$ cat config.mk
export PLATFORM = sky130hd
export DESIGN_NAME = tacho_multi
export DESIGN_NICKNAME = d
export VERILOG_FILES = /design/src/rtl/tacho_multi_defs.sv /design/src/rtl/tacho_channel.sv /design/src/rtl/tacho_multi.sv
export SDC_FILE = /design/constraint.sdc
export NUM_CORES = 1
export LEC_CHECK = 0
export CORE_ASPECT_RATIO = 0.9
export CORE_MARGIN = 8
export CORE_UTILIZATION = 50
export CTS_CLUSTER_DIAMETER = 50
export DETAILED_ROUTE_END_ITERATION = 12
export GPL_TIMING_DRIVEN = 0
export PLACE_DENSITY = 0.69
export SYNTH_ARGS = -nofsm -noshare
export SYNTH_HDL_FRONTEND = slang
export SYNTH_SLANG_ARGS = --single-unit
$ cat constraint.sdc
create_clock -name clk -period 2.9 [get_ports clk]
set_clock_uncertainty 0.05 [all_clocks]
set_input_delay 0.29 -clock clk [delete_from_list [all_inputs] [get_ports clk]]
set_output_delay 0.29 -clock clk [all_outputs]
set_load 0.02 [all_outputs]
$ cat src/rtl/tacho_multi_defs.sv
// rtl/tacho_multi_defs.sv - register map and shared constants for tacho_multi
package tacho_multi_defs;

    localparam int CNT_WIDTH = 16;

    localparam logic [4:0] REG_CTRL     = 5'd0;
    localparam logic [4:0] REG_STATUS   = 5'd1;
    localparam logic [4:0] REG_IRQ_EN   = 5'd2;
    localparam logic [4:0] REG_CNT_BASE = 5'd3;

    // Each channel owns a HI/LO byte pair starting at REG_CNT_BASE.
    function automatic logic [4:0] cnt_hi_off(input int ch);
        return 5'(int'(REG_CNT_BASE) + 2 * ch);
    endfunction

    function automatic logic [4:0] cnt_lo_off(input int ch);
        return 5'(int'(REG_CNT_BASE) + 2 * ch + 1);
    endfunction

endpackage

$ cat src/rtl/tacho_channel.sv
// rtl/tacho_channel.sv - one tach input: sync, glitch filter, edge count, gate latch, stall
module tacho_channel
    import tacho_multi_defs::*;
#(
    parameter int FILTER_LEN = 4
) (
    input  logic                 clk,
    input  logic                 rst,
    input  logic                 en_i,
    input  logic                 ce_i,
    input  logic                 tacho_i,
    output logic [CNT_WIDTH-1:0] cnt_o,
    output logic                 stall_set_o
);

    localparam int RUN_W = $clog2(FILTER_LEN);

    logic                 sync1_q;
    logic                 sync2_q;
    logic                 level_q;
    logic                 level_d;
    logic [RUN_W-1:0]     run_q;
    logic [RUN_W-1:0]     run_d;
    logic [CNT_WIDTH-1:0] run_cnt_q;
    logic [CNT_WIDTH-1:0] run_cnt_d;
    logic [CNT_WIDTH-1:0] cnt_q;
    logic [CNT_WIDTH-1:0] cnt_d;
    logic                 differ;
    logic                 accept;
    logic                 edge_w;

    // Filter accepts a new level on the FILTER_LEN-th consecutive differing sample;
    // the rising acceptance itself is the edge pulse, so no extra register stage.
    always_comb begin
        differ    = sync2_q ^ level_q;
        accept    = differ && (run_q == RUN_W'(FILTER_LEN - 1));
        run_d     = (differ && !accept) ? run_q + 1'b1 : '0;
        level_d   = accept ? sync2_q : level_q;
        edge_w    = accept & sync2_q;

        run_cnt_d = run_cnt_q;
        if (!en_i) begin
            run_cnt_d = '0;
        end else if (ce_i) begin
            // An edge in the gate cycle belongs to the new gate.
            run_cnt_d = {{(CNT_WIDTH-1){1'b0}}, edge_w};
        end else if (edge_w && (run_cnt_q != '1)) begin
            run_cnt_d = run_cnt_q + 1'b1;
        end

        cnt_d       = ce_i ? run_cnt_q : cnt_q;
        stall_set_o = ce_i & en_i & (run_cnt_q == '0);
    end

    // Synchroniser, filter, running and latched counters.
    always_ff @(posedge clk or posedge rst) begin
        if (rst) begin
            sync1_q   <= 1'b0;
            sync2_q   <= 1'b0;
            level_q   <= 1'b0;
            run_q     <= '0;
            run_cnt_q <= '0;
            cnt_q     <= '0;
        end else begin
            sync1_q   <= tacho_i;
            sync2_q   <= sync1_q;
            level_q   <= level_d;
            run_q     <= run_d;
            run_cnt_q <= run_cnt_d;
            cnt_q     <= cnt_d;
        end
    end

    assign cnt_o = cnt_q;

endmodule

$ cat src/rtl/tacho_multi.sv
// rtl/tacho_multi.sv - multi-channel fan tachometer with CSR window and stall interrupt
module tacho_multi
    import tacho_multi_defs::*;
#(
    parameter logic [4:0] BASE_ADDR    = 5'h0,
    parameter int         NUM_CHANNELS = 2,
    parameter int         FILTER_LEN   = 4
) (
    input  logic                    clk,
    input  logic                    rst,
    input  logic [4:0]              csr_a,
    input  logic [7:0]              csr_di,
    input  logic                    csr_we,
    output logic [7:0]              csr_do,
    input  logic                    ce_1hz,
    input  logic [NUM_CHANNELS-1:0] tacho_in,
    output logic                    irq
);

    localparam logic [4:0] WIN_SIZE = 5'(3 + 2 * NUM_CHANNELS);

    logic [NUM_CHANNELS-1:0] ctrl_q;
    logic [NUM_CHANNELS-1:0] ctrl_d;
    logic [NUM_CHANNELS-1:0] status_q;
    logic [NUM_CHANNELS-1:0] status_d;
    logic [NUM_CHANNELS-1:0] irq_en_q;
    logic [NUM_CHANNELS-1:0] irq_en_d;
    logic                    irq_q;
    logic                    irq_d;
    logic [NUM_CHANNELS-1:0] stall_set_w;
    logic [CNT_WIDTH-1:0]    cnt_w [NUM_CHANNELS];
    logic [4:0]              off;
    logic                    in_win;
    logic                    unused_di;

    assign off       = csr_a - BASE_ADDR;
    assign in_win    = off < WIN_SIZE;
    assign unused_di = ^csr_di[7:NUM_CHANNELS];

    for (genvar i = 0; i < NUM_CHANNELS; i++) begin : g_ch
        tacho_channel #(
            .FILTER_LEN(FILTER_LEN)
        ) u_ch (
            .clk        (clk),
            .rst        (rst),
            .en_i       (ctrl_q[i]),
            .ce_i       (ce_1hz),
            .tacho_i    (tacho_in[i]),
            .cnt_o      (cnt_w[i]),
            .stall_set_o(stall_set_w[i])
        );
    end

    // Register write decode; a stall set in the same cycle overrides the W1C clear.
    always_comb begin
        ctrl_d   = ctrl_q;
        irq_en_d = irq_en_q;
        status_d = status_q;
        if (csr_we && in_win && (off == REG_CTRL)) begin
            ctrl_d = csr_di[NUM_CHANNELS-1:0];
        end
        if (csr_we && in_win && (off == REG_IRQ_EN)) begin
            irq_en_d = csr_di[NUM_CHANNELS-1:0];
        end
        if (csr_we && in_win && (off == REG_STATUS)) begin
            status_d = status_q & ~csr_di[NUM_CHANNELS-1:0];
        end
        status_d = status_d | stall_set_w;
        irq_d    = |(status_q & irq_en_q);
    end

    // CSR state and the registered interrupt line.
    always_ff @(posedge clk or posedge rst) begin
        if (rst) begin
            ctrl_q   <= '0;
            status_q <= '0;
            irq_en_q <= '0;
            irq_q    <= 1'b0;
        end else begin
            ctrl_q   <= ctrl_d;
            status_q <= status_d;
            irq_en_q <= irq_en_d;
            irq_q    <= irq_d;
        end
    end

    // Combinational read mux; anything outside the window reads zero.
    always_comb begin
        csr_do = 8'h00;
        if (in_win) begin
            if (off == REG_CTRL)   csr_do[NUM_CHANNELS-1:0] = ctrl_q;
            if (off == REG_STATUS) csr_do[NUM_CHANNELS-1:0] = status_q;
            if (off == REG_IRQ_EN) csr_do[NUM_CHANNELS-1:0] = irq_en_q;
            for (int i = 0; i < NUM_CHANNELS; i++) begin
                if (off == cnt_hi_off(i)) csr_do = cnt_w[i][15:8];
                if (off == cnt_lo_off(i)) csr_do = cnt_w[i][7:0];
            end
        end
    end

    assign irq = irq_q;

endmodule

**Yosys cells after proc, flatten, opt, wreduce, memory -nomap -nowiden**

Index checks and enable logic that the tools add are counted.

- Add/subtract/negate cells: 4
- Magnitude comparators: 1
- Equality and inequality tests: 12
- Mux-type cells: 17
- Bitwise operators: 12
- Reductions and logical operators: 16

Operators by type and width:

| cell | count |
|---|---|
| $mux 16 | 6 |
| $mux 8 | 5 |
| $add 16x1->16 const B | 2 |
| $logic_not 16->1 | 2 |
| $ne 16x16->1 const B | 2 |
| $eq 5x3->1 const B | 3 |
| $mux 2 | 6 |
| $eq 5x2->1 const B | 2 |
| $logic_and 1x1->1 | 10 |
| $and 1x1->1 | 6 |
| $ne 3x2->1 const B | 2 |
| $eq 5x1->1 const B | 1 |
| $logic_not 5->1 | 1 |
| $lt 5x3->1 const B | 1 |
| $add 2x1->2 const B | 2 |
| $and 2x2->2 | 2 |
| $eq 2x2->1 const B | 2 |
| $logic_not 1->1 | 2 |
| $not 2->2 | 1 |
| $or 2x2->2 | 1 |
| $reduce_or 2->1 | 1 |
| $xor 1x1->1 | 2 |

- Register bits after elaboration: 81
- Input port bits: 19
- Word-level logic and storage cells: 78

**Longest topological paths before layout**

Gate-level depths: netlist of the first run.

- Depth in word-level cells: 9
- Gate-level depth with buffers: 7
- Depth with buffers taken out: 6

**Cells and area by module**

From an unflattened synthesis of the first run, not the netlist that was laid out.

- Cells, all modules: 410
- Area total of the unflattened synthesis: 4478.0 um^2

Modules (own cells, without submodules):

| module | times used | cells an instance | area each (um^2) | sequential area each (um^2) |
|---|---|---|---|---|
| tacho_channel (g_ch[1].u_ch) | 1 | 163 | 1833.0 | 925.9 |
| tacho_channel (g_ch[0].u_ch) | 1 | 158 | 1806.7 | 925.9 |
| tacho_multi | 1 | 89 | 838.3 | 175.2 |

**Worst setup path before layout of the first run**

Ideal clock, no wire load.

- Kind: input to output
- From: input port csr_a[0]
- To: output port csr_do[7]
- Arrival time: 1455 ps
- Setup slack: 1105 ps
- Stages: 6
- Buffers on the path: 2
- Cell sequence: buf_2 > nor2b_1 > clkbuf_1 > a22oi_1 > a21o_1 > a21oi_1

- Cells in the longest elaborated chain, start to end: 6
- Elaborated cells on any way between the ends: 10
- Those cells by class: order compare (1); eq/ne (4); mux (5)

Ends and longest elaborated chain:

| element | RTL line | text |
|---|---|---|
| start, declared | tacho_multi.sv:11 | `input logic [4:0] csr_a,` |
| $eq 5x2->1 | tacho_multi.sv:95 | `if (off == cnt_hi_off(i)) csr_do = cnt_w[i][15:8];` |
| $mux 8 | tacho_multi.sv:95 |  |
| $mux 8 | tacho_multi.sv:96 | `if (off == cnt_lo_off(i)) csr_do = cnt_w[i][7:0];` |
| $mux 8 | tacho_multi.sv:95 |  |
| $mux 8 | tacho_multi.sv:96 |  |
| $mux 8 (*) | tacho_multi.sv:90 | `if (in_win) begin` |
| end, declared | tacho_multi.sv:14 | `output logic [7:0] csr_do,` |

Every way passes the cells marked *; elsewhere a longest branch is shown, timed or not.

**Final worst setup path of the first run**

- From: input port csr_a[1]
- To: output port csr_do[0]

- Cells in the longest elaborated chain, start to end: 9
- Elaborated cells on any way between the ends: 16
- Those cells by class: order compare (1); eq/ne (6); mux (8); reduce/logical (1)

Ends and longest elaborated chain:

| element | RTL line | text |
|---|---|---|
| $logic_not 5->1 | tacho_multi.sv:91 | `if (off == REG_CTRL) csr_do[NUM_CHANNELS-1:0] = ctrl_q;` |
| $mux 2 | tacho_multi.sv:91 |  |
| $mux 2 | tacho_multi.sv:92 | `if (off == REG_STATUS) csr_do[NUM_CHANNELS-1:0] = status_q;` |
| $mux 2 | tacho_multi.sv:93 | `if (off == REG_IRQ_EN) csr_do[NUM_CHANNELS-1:0] = irq_en_q;` |
| $mux 8 | tacho_multi.sv:95 |  |
| $mux 8 | tacho_multi.sv:96 |  |
| $mux 8 | tacho_multi.sv:95 |  |
| $mux 8 | tacho_multi.sv:96 |  |
| $mux 8 (*) | tacho_multi.sv:90 |  |

Marks and branches as above.

==> results.py, run 1 <==
metrics = {
    "run_status": {
        "status": "complete, no violations",
    },
    "synthesis": {
        "synth.avg_cell_area_sq_um": 10.8,
        "synthSimpleGateAreaFrac_pct": 19.2,
        "synthTopCellsByArea": "dfrtp_1, mux2_2, a21oi_1, o21ai_0, o31ai_1",
        "synth_cell_types": 52,
        "synthAdderAreaFrac_pct": 1.77,
        "synthFlopType": "dfrtp_1",
        "synth_edf_count": 0,
        "synth_cells": 391,
        "synth_mux_area_share_pct": 13.1,
        "synthXorXnorAreaFrac_pct": 0.413,
        "synth-seq-area-share_pct": 47.8,
        "synth_nets": 416,
        "synth_top_family_by_area": "simple AND/OR/NAND/NOR gates",
        "yosys_warnings": 0,
        "synth_top_area_share_pct": 47.8,
        "synth_compound_area_share_pct": 13.8,
        "ys_ff_latch": 81,
        "synth_area_leader_cell": "dfrtp_1",
        "syn_area_sq_um": 4240,
        "ys_async_sr_fraction_pct": 100,
    },
    "sta": {
        "fmax_ghz": 0.357,
        "drv_slew": 0,
        "hold_viol": 0,
        "finalSetupViolations": 0,
        "setup_tns_ns": 0,
        "min_period_ns": 2.80,
        "worstMarginPinSlew_ns": 0.625,
        "slew_headroom_pct": 58.3,
        "holdWs_ns": 0.163,
        "rsz0062_at_grt": "no",
        "setup_slack_ns": 0.101,
        "period_share_pct": 96.5,
    },
    "global_route": {
        "grt.total_usage_pct": 18.2,
        "antenna_found_initial": 0,
        "grt_remaining_overflow": 0,
        "grt_max_degree": 66,
        "grt_pass1_vias": 3215,
        "grt_pass1_wl_microns": 16600,
    },
    "clocking": {
        "root_buffer": "clkbuf_8",
        "cts_made_buffers": 9,
        "cts.sinks": 81,
        "insertion_delay_ns": 0.36,
        "cts_tree": "built",
        "clockBufferDepth": 2,
        "clk_pin_slew_worst_paths_ns": 0.08,
        "post_cts.repair.setup_buffers": 0,
        "htree_levels": 3,
    },
    "floorplan": {
        "die_area_sq_um": 11700,
        "initial_core_util_pct": 50.4,
        "die_w_microns": 113,
        "die_h_microns": 103,
        "rows": 32,
        "core_sq_um": 8410,
        "ios": 28,
    },
    "drt": {
        "post_drt_wl_per_cell_microns": 18.8,
        "vias": 3385,
        "remaining_drc_errors": 0,
        "dr.pass1.iters": 5,
        "ant_nets": 0,
        "routed_via_density": 6.42,
        "drt-total-wl_microns": 9930,
        "drt_iter0_drc": 284,
    },
    "min_path": {
        "hold_path_class": "input port to asynchronous set/reset pin",
    },
    "worst_setup_path": {
        "max_stage_delay_ns": 0.64,
        "critPathLaunchType": "input port",
        "cp_max_fo": 10,
        "criticalPathCategory": "input port to primary output",
        "cp_slowest_cell": "clkdlybuf4s50_1",
        "arrival_ns": 2.46,
        "crit_required_ns": 2.56,
        "endpoint_kind": "primary output",
        "reg2reg_slack_ns": 0.93,
        "crit_chain": "clkdlybuf4s50_1 > clkbuf_4 > mux2i_1 > o2bb2ai_1 > mux2i_1 > nor2_1 > clkdlybuf4s50_1",
        "path_delay_family": "buffers and inverters",
        "crit_buf_inv": 3,
    },
    "cells_and_area": {
        "utilization_pct": 56.8,
        "multi_input_area_sq_um": 2050,
        "n_fill_cell": 724,
        "regArea_sq_um": 2030,
        "antenna_cells": 0,
        "nNetsFinal": 447,
        "drive_gt1_share_pct": 19.1,
        "syn_to_final_growth_pct": 12.6,
    },
    "placement": {
        "gp_congestion": 0.932,
        "hpwl_microns": 7040,
        "post-place-ws_ns": -0.165,
        "portBuffers": 19,
    },
    "power_and_ir_drop": {
        "power_mw": 2.30,
        "p_leak_nw": 1.99,
        "powerDensity_nw_per_um2": 482,
        "vdd_ir_drop_max_mv": 0.285,
    },
    "flow_run": {
        "cap_viol_max_count": 0,
    },
}
## worst reg2reg max path, delay by kind of cell, from the launching register on
kind / cells / cell delay, ns
AO/OA/AOI/OAI: 1 / 0.19
buffers and inverters: 1 / 0.16
AND/OR/NAND/NOR: 3 / 0.91
flip-flops: 1 / 0.35
adder cells (fa/ha/maj): 1 / 0.24
## stage by stage
stage,cells,area [sq um]
6_report,527,4780
5_1_grt,527,4780
4_1_cts,527,4770
3_5_place_dp,513,4590
3_3_place_gp,512,4560
2_1_floorplan,391,4240
## cells in the mapped netlist, types with 6 or more instances
cell type	number
a21oi_1	22
buf_2	6
clkbuf_1	8
dfrtp_1	81
ha_1	6
inv_1	11
mux2_2	41
nand2_1	23
nand3_1	13
nand4_1	13
nor2_1	16
nor3_1	7
nor4_1	6
o21ai_0	19
o31ai_1	12
or3_1	10
or4_1	12
## repair_timing
item                                   4_1_cts  5_1_grt
hold buffers                                 0        0
setup endpoints to repair                    5        2
endpoints found under the hold margin        0        0
resized for setup                            1        3
## state kept, by name (all words and copies together), names as in the netlist
register and cells:
ctrl_q 2, irq 1, g_ch.u_ch.run_cnt_q 32, g_ch.u_ch.level_q 2, irq_en_q 2, g_ch.u_ch.run_q 4
status_q 2, g_ch.u_ch.sync2_q 2, g_ch.u_ch.sync1_q 2, g_ch.u_ch.cnt_o 32
## path summary, 6_finish.rpt
check,startpoint,endpoint,depth (start not counted)
max,csr_a[1],csr_do[0],7
min,rst,g_ch[0].u_ch.run_cnt_q[8],2
max reg2reg,g_ch[0].u_ch.run_q[0],g_ch[0].u_ch.run_cnt_q[9],6
min reg2reg,g_ch[0].u_ch.sync1_q,g_ch[0].u_ch.sync2_q,0
max in group asynchronous,rst,g_ch[0].u_ch.cnt_o[10],3
min in group clk,g_ch[0].u_ch.sync1_q,g_ch[0].u_ch.sync2_q,0
## final cells by class
cell class / instances / share of cell area (%)
timing repair buffer: 20 / 4.56
sequential: 81 / 42.4
buffer: 23 / 2.70
clock buffer: 10 / 2.88
inverter: 11 / 0.917
tap: 102 / 2.67
clock inverter: 4 / 0.943
multi-input combinational: 276 / 42.9
## report_power, final
| group | switching, mW | total (mW) | internal (mW) |
|---|---|---|---|
| clock network | 0.395 | 0.802 | 0.407 |
| registers | 0.0437 | 1.23 | 1.19 |
| logic | 0.142 | 0.271 | 0.129 |
| total | 0.581 | 2.30 | 1.72 |
## layout by cell type (no fill, tap or decap), types with 12 or more instances in the layout
| cell type | n |
|---|---|
| mux2_2 | 41 |
| nand4_1 | 13 |
| clkdlybuf4s50_1 | 19 |
| a21oi_1 | 22 |
| nor2_1 | 16 |
| or4_1 | 12 |
| dfrtp_1 | 81 |
| nand3_1 | 13 |
| o21ai_0 | 19 |
| nand2_1 | 23 |
| o31ai_1 | 12 |
## kinds of logic (layout without fill, tap and decap cells)
kind of cell,count (synthesis),after routing
simple gates,133,133
compound gates,87,87
buf+inv,34,68
fa+ha+maj,6,6
xor+xnor,2,2
mux,48,48
flops,81,81
## per-layer routing
layer	wire length, microns	global-route usage [%]	up-vias
li1	-	-	1557
met1	4720	24.9	1695
met2	4480	27.8	121
met3	627	4.59	12
met4	112	5.52	0
met5	0	0	-
Note: power is estimated with default switching activity, not from simulation.
==> run 2: changes to the inputs <==
- clock period: 2.9 -> 2.6 ns (I/O delays scaled with it)
==> run 2 against run 1 <==
Against the previous run:
- routed wire length unchanged
- count of clock-buffer cells in the layout unchanged
- non-clock buffer count unchanged
- worst hold slack got worse by 0.028 ns
- global-route usage unchanged
- combinational power increased by 12%
- cell area increased by 0.18%
- highest routed layer unchanged
- first-iteration DRC count increased by 11%
- largest power group unchanged
- clock power increased by 11%
==> results.py, run 2 (same netlist as run 1, synthesis figures left out) <==
metrics = {
    "run_status": {
        "status": "complete, no violations",
    },
    "power_and_ir_drop": {
        "p_int_mw": 1.92,
        "power_mw": 2.57,
        "clkPwrFrac_pct": 34.7,
        "powerDensity_nw_per_um2": 536,
        "p_leak_nw": 2.04,
        "p_seq_share_pct": 53.5,
        "vdd_ir_drop_max_mv": 0.319,
        "switching_share_pct": 25.1,
        "switchingPower_mw": 0.644,
        "pwr-share-comb_pct": 11.8,
    },
    "sta": {
        "min_period_ns": 2.47,
        "finalSetupViolations": 0,
        "period_share_pct": 94.9,
        "fmax_ghz": 0.405,
        "setup_slack_ns": 0.133,
        "drv_slew": 0,
        "hold_viol": 0,
        "setup_tns_ns": 0,
        "holdWs_ns": 0.136,
        "worstMarginPinSlew_ns": 0.629,
        "slew_headroom_pct": 58.1,
        "rsz0062_at_grt": "no",
    },
    "worst_setup_path": {
        "critical_path.startpoint": "csr_a[2]",
        "crit_buf_inv": 2,
        "cp_common_cell": "clkdlybuf4s50_1",
        "endpoint_kind": "primary output",
        "cp_max_fo": 5,
        "arrival_ns": 2.16,
        "reg2reg_to": "g_ch[0].u_ch.run_cnt_q[9]",
        "reg2reg_depth": 6,
        "crit_chain": "clkdlybuf4s50_1 > and3b_1 > a222oi_1 > nor2_1 > clkdlybuf4s50_1",
        "reg2reg_slack_ns": 0.64,
        "max_stage_delay_ns": 0.60,
        "path_delay_family": "buffers and inverters",
        "critPathLaunchType": "input port",
        "crit_required_ns": 2.29,
        "criticalPathCategory": "input port to primary output",
        "cp_slowest_cell": "clkdlybuf4s50_1",
        "rr_startpoint": "g_ch[0].u_ch.run_q[0]",
    },
    "placement": {
        "gp_congestion": 0.932,
        "hpwl_microns": 7040,
        "placed_area_sq_um": 4590,
        "post-place-ws_ns": -0.405,
        "portBuffers": 19,
        "placed_cells": 513,
    },
    "cells_and_area": {
        "final_common_cell": "dfrtp_1",
        "drive_gt1_share_pct": 19.8,
        "syn_to_final_growth_pct": 12.8,
        "antenna_cells": 0,
        "stdcell_count": 527,
        "n_fill_cell": 725,
        "stdcell_area_sq_um": 4790,
        "final_cell_mix": "dfrtp_1, mux2_2, nand2_1, a21oi_1, o21ai_0",
        "nNetsFinal": 447,
        "utilization_pct": 56.9,
    },
    "flow_run": {
        "cap_viol_max_count": 0,
    },
    "drt": {
        "drt-total-wl_microns": 9930,
        "drt_iter0_drc": 314,
        "remaining_drc_errors": 0,
        "vias": 3339,
        "post_drt_wl_per_cell_microns": 18.8,
        "dr.pass1.iters": 5,
        "routed_via_density": 6.34,
        "ant_nets": 0,
    },
    "global_route": {
        "grt_remaining_overflow": 0,
        "grt.total_usage_pct": 18.2,
        "grt_pass1_wl_microns": 16500,
        "antenna_found_initial": 0,
        "grt_max_degree": 66,
        "grt_pass1_vias": 3211,
    },
    "floorplan": {
        "die_w_microns": 113,
        "rows": 32,
        "ios": 28,
        "die_h_microns": 103,
        "core_sq_um": 8410,
        "initial_core_util_pct": 50.4,
        "die_area_sq_um": 11700,
    },
    "clocking": {
        "hold_buffers": 0,
        "root_buffer": "clkbuf_8",
        "htree_levels": 3,
        "clockBufferDepth": 2,
        "insertion_delay_ns": 0.36,
        "cts_tree": "built",
        "cts_made_buffers": 9,
        "clk_pin_slew_worst_paths_ns": 0.08,
        "cts.sinks": 81,
    },
    "min_path": {
        "hold_path_class": "input port to asynchronous set/reset pin",
    },
}
==> run 2: cell count changes in the layout (fill, tap and decap cells not counted), sizes merged <==
cell           previous run  this run
buf                      15        16
clkbuf                   19        18
clkdlybuf4s50            19        15
dlygate4sd2               0         2
dlymetal6s2s              0         2
==> run 2: power by group through the flow <==
stage                     Clock (mW)  Combinational, mW  Sequential [mW]
after floorplan                    0              0.209             1.39
after CTS                      0.912              0.308             1.37
after global routing           0.965              0.340             1.38
final                          0.891              0.303             1.37
after detailed placement           0              0.308             1.40
after global placement             0              0.289             1.40
==> run 2: area by class of cell <==
cell class	instances	area [sq um]	area share, %
multi-input cells	276	2050	42.9
clock buffers	10	138	2.88
flip-flops and latches	81	2030	42.4
clock inverters	4	45.0	0.941
inverters	11	43.8	0.915
plain buffers	23	130	2.72
well taps	102	128	2.67
repair buffers	20	220	4.60
==> run 2: layer usage <==
metal  up-vias  GRT usage (%)  routed length (microns)
met5         -              0                        0
met4         0           5.52                      112
met3        11           4.59                      564
met2        97           27.7                     4430
met1      1673           25.0                     4820
li1       1558              -                        -
==> run 2: worst max path at each step <==
stage / to / slack, ns / cells past startpoint
after CTS: csr_do[7] / 0.02 / 6
after global routing: csr_do[2] / 0.05 / 5
after detailed placement: csr_do[0] / -0.41 / 7
after floorplan: ctrl_q[0] / 0.21 / 1
final: csr_do[2] / 0.13 / 5
after global placement: g_ch[1].u_ch.run_cnt_q[7] / -1.14 / 2
==> run 2: what timing repair did <==
item,4_1_cts,5_1_grt
gates resized for setup,7,3
endpoints found under the setup margin,8,6
setup buffers,0,0
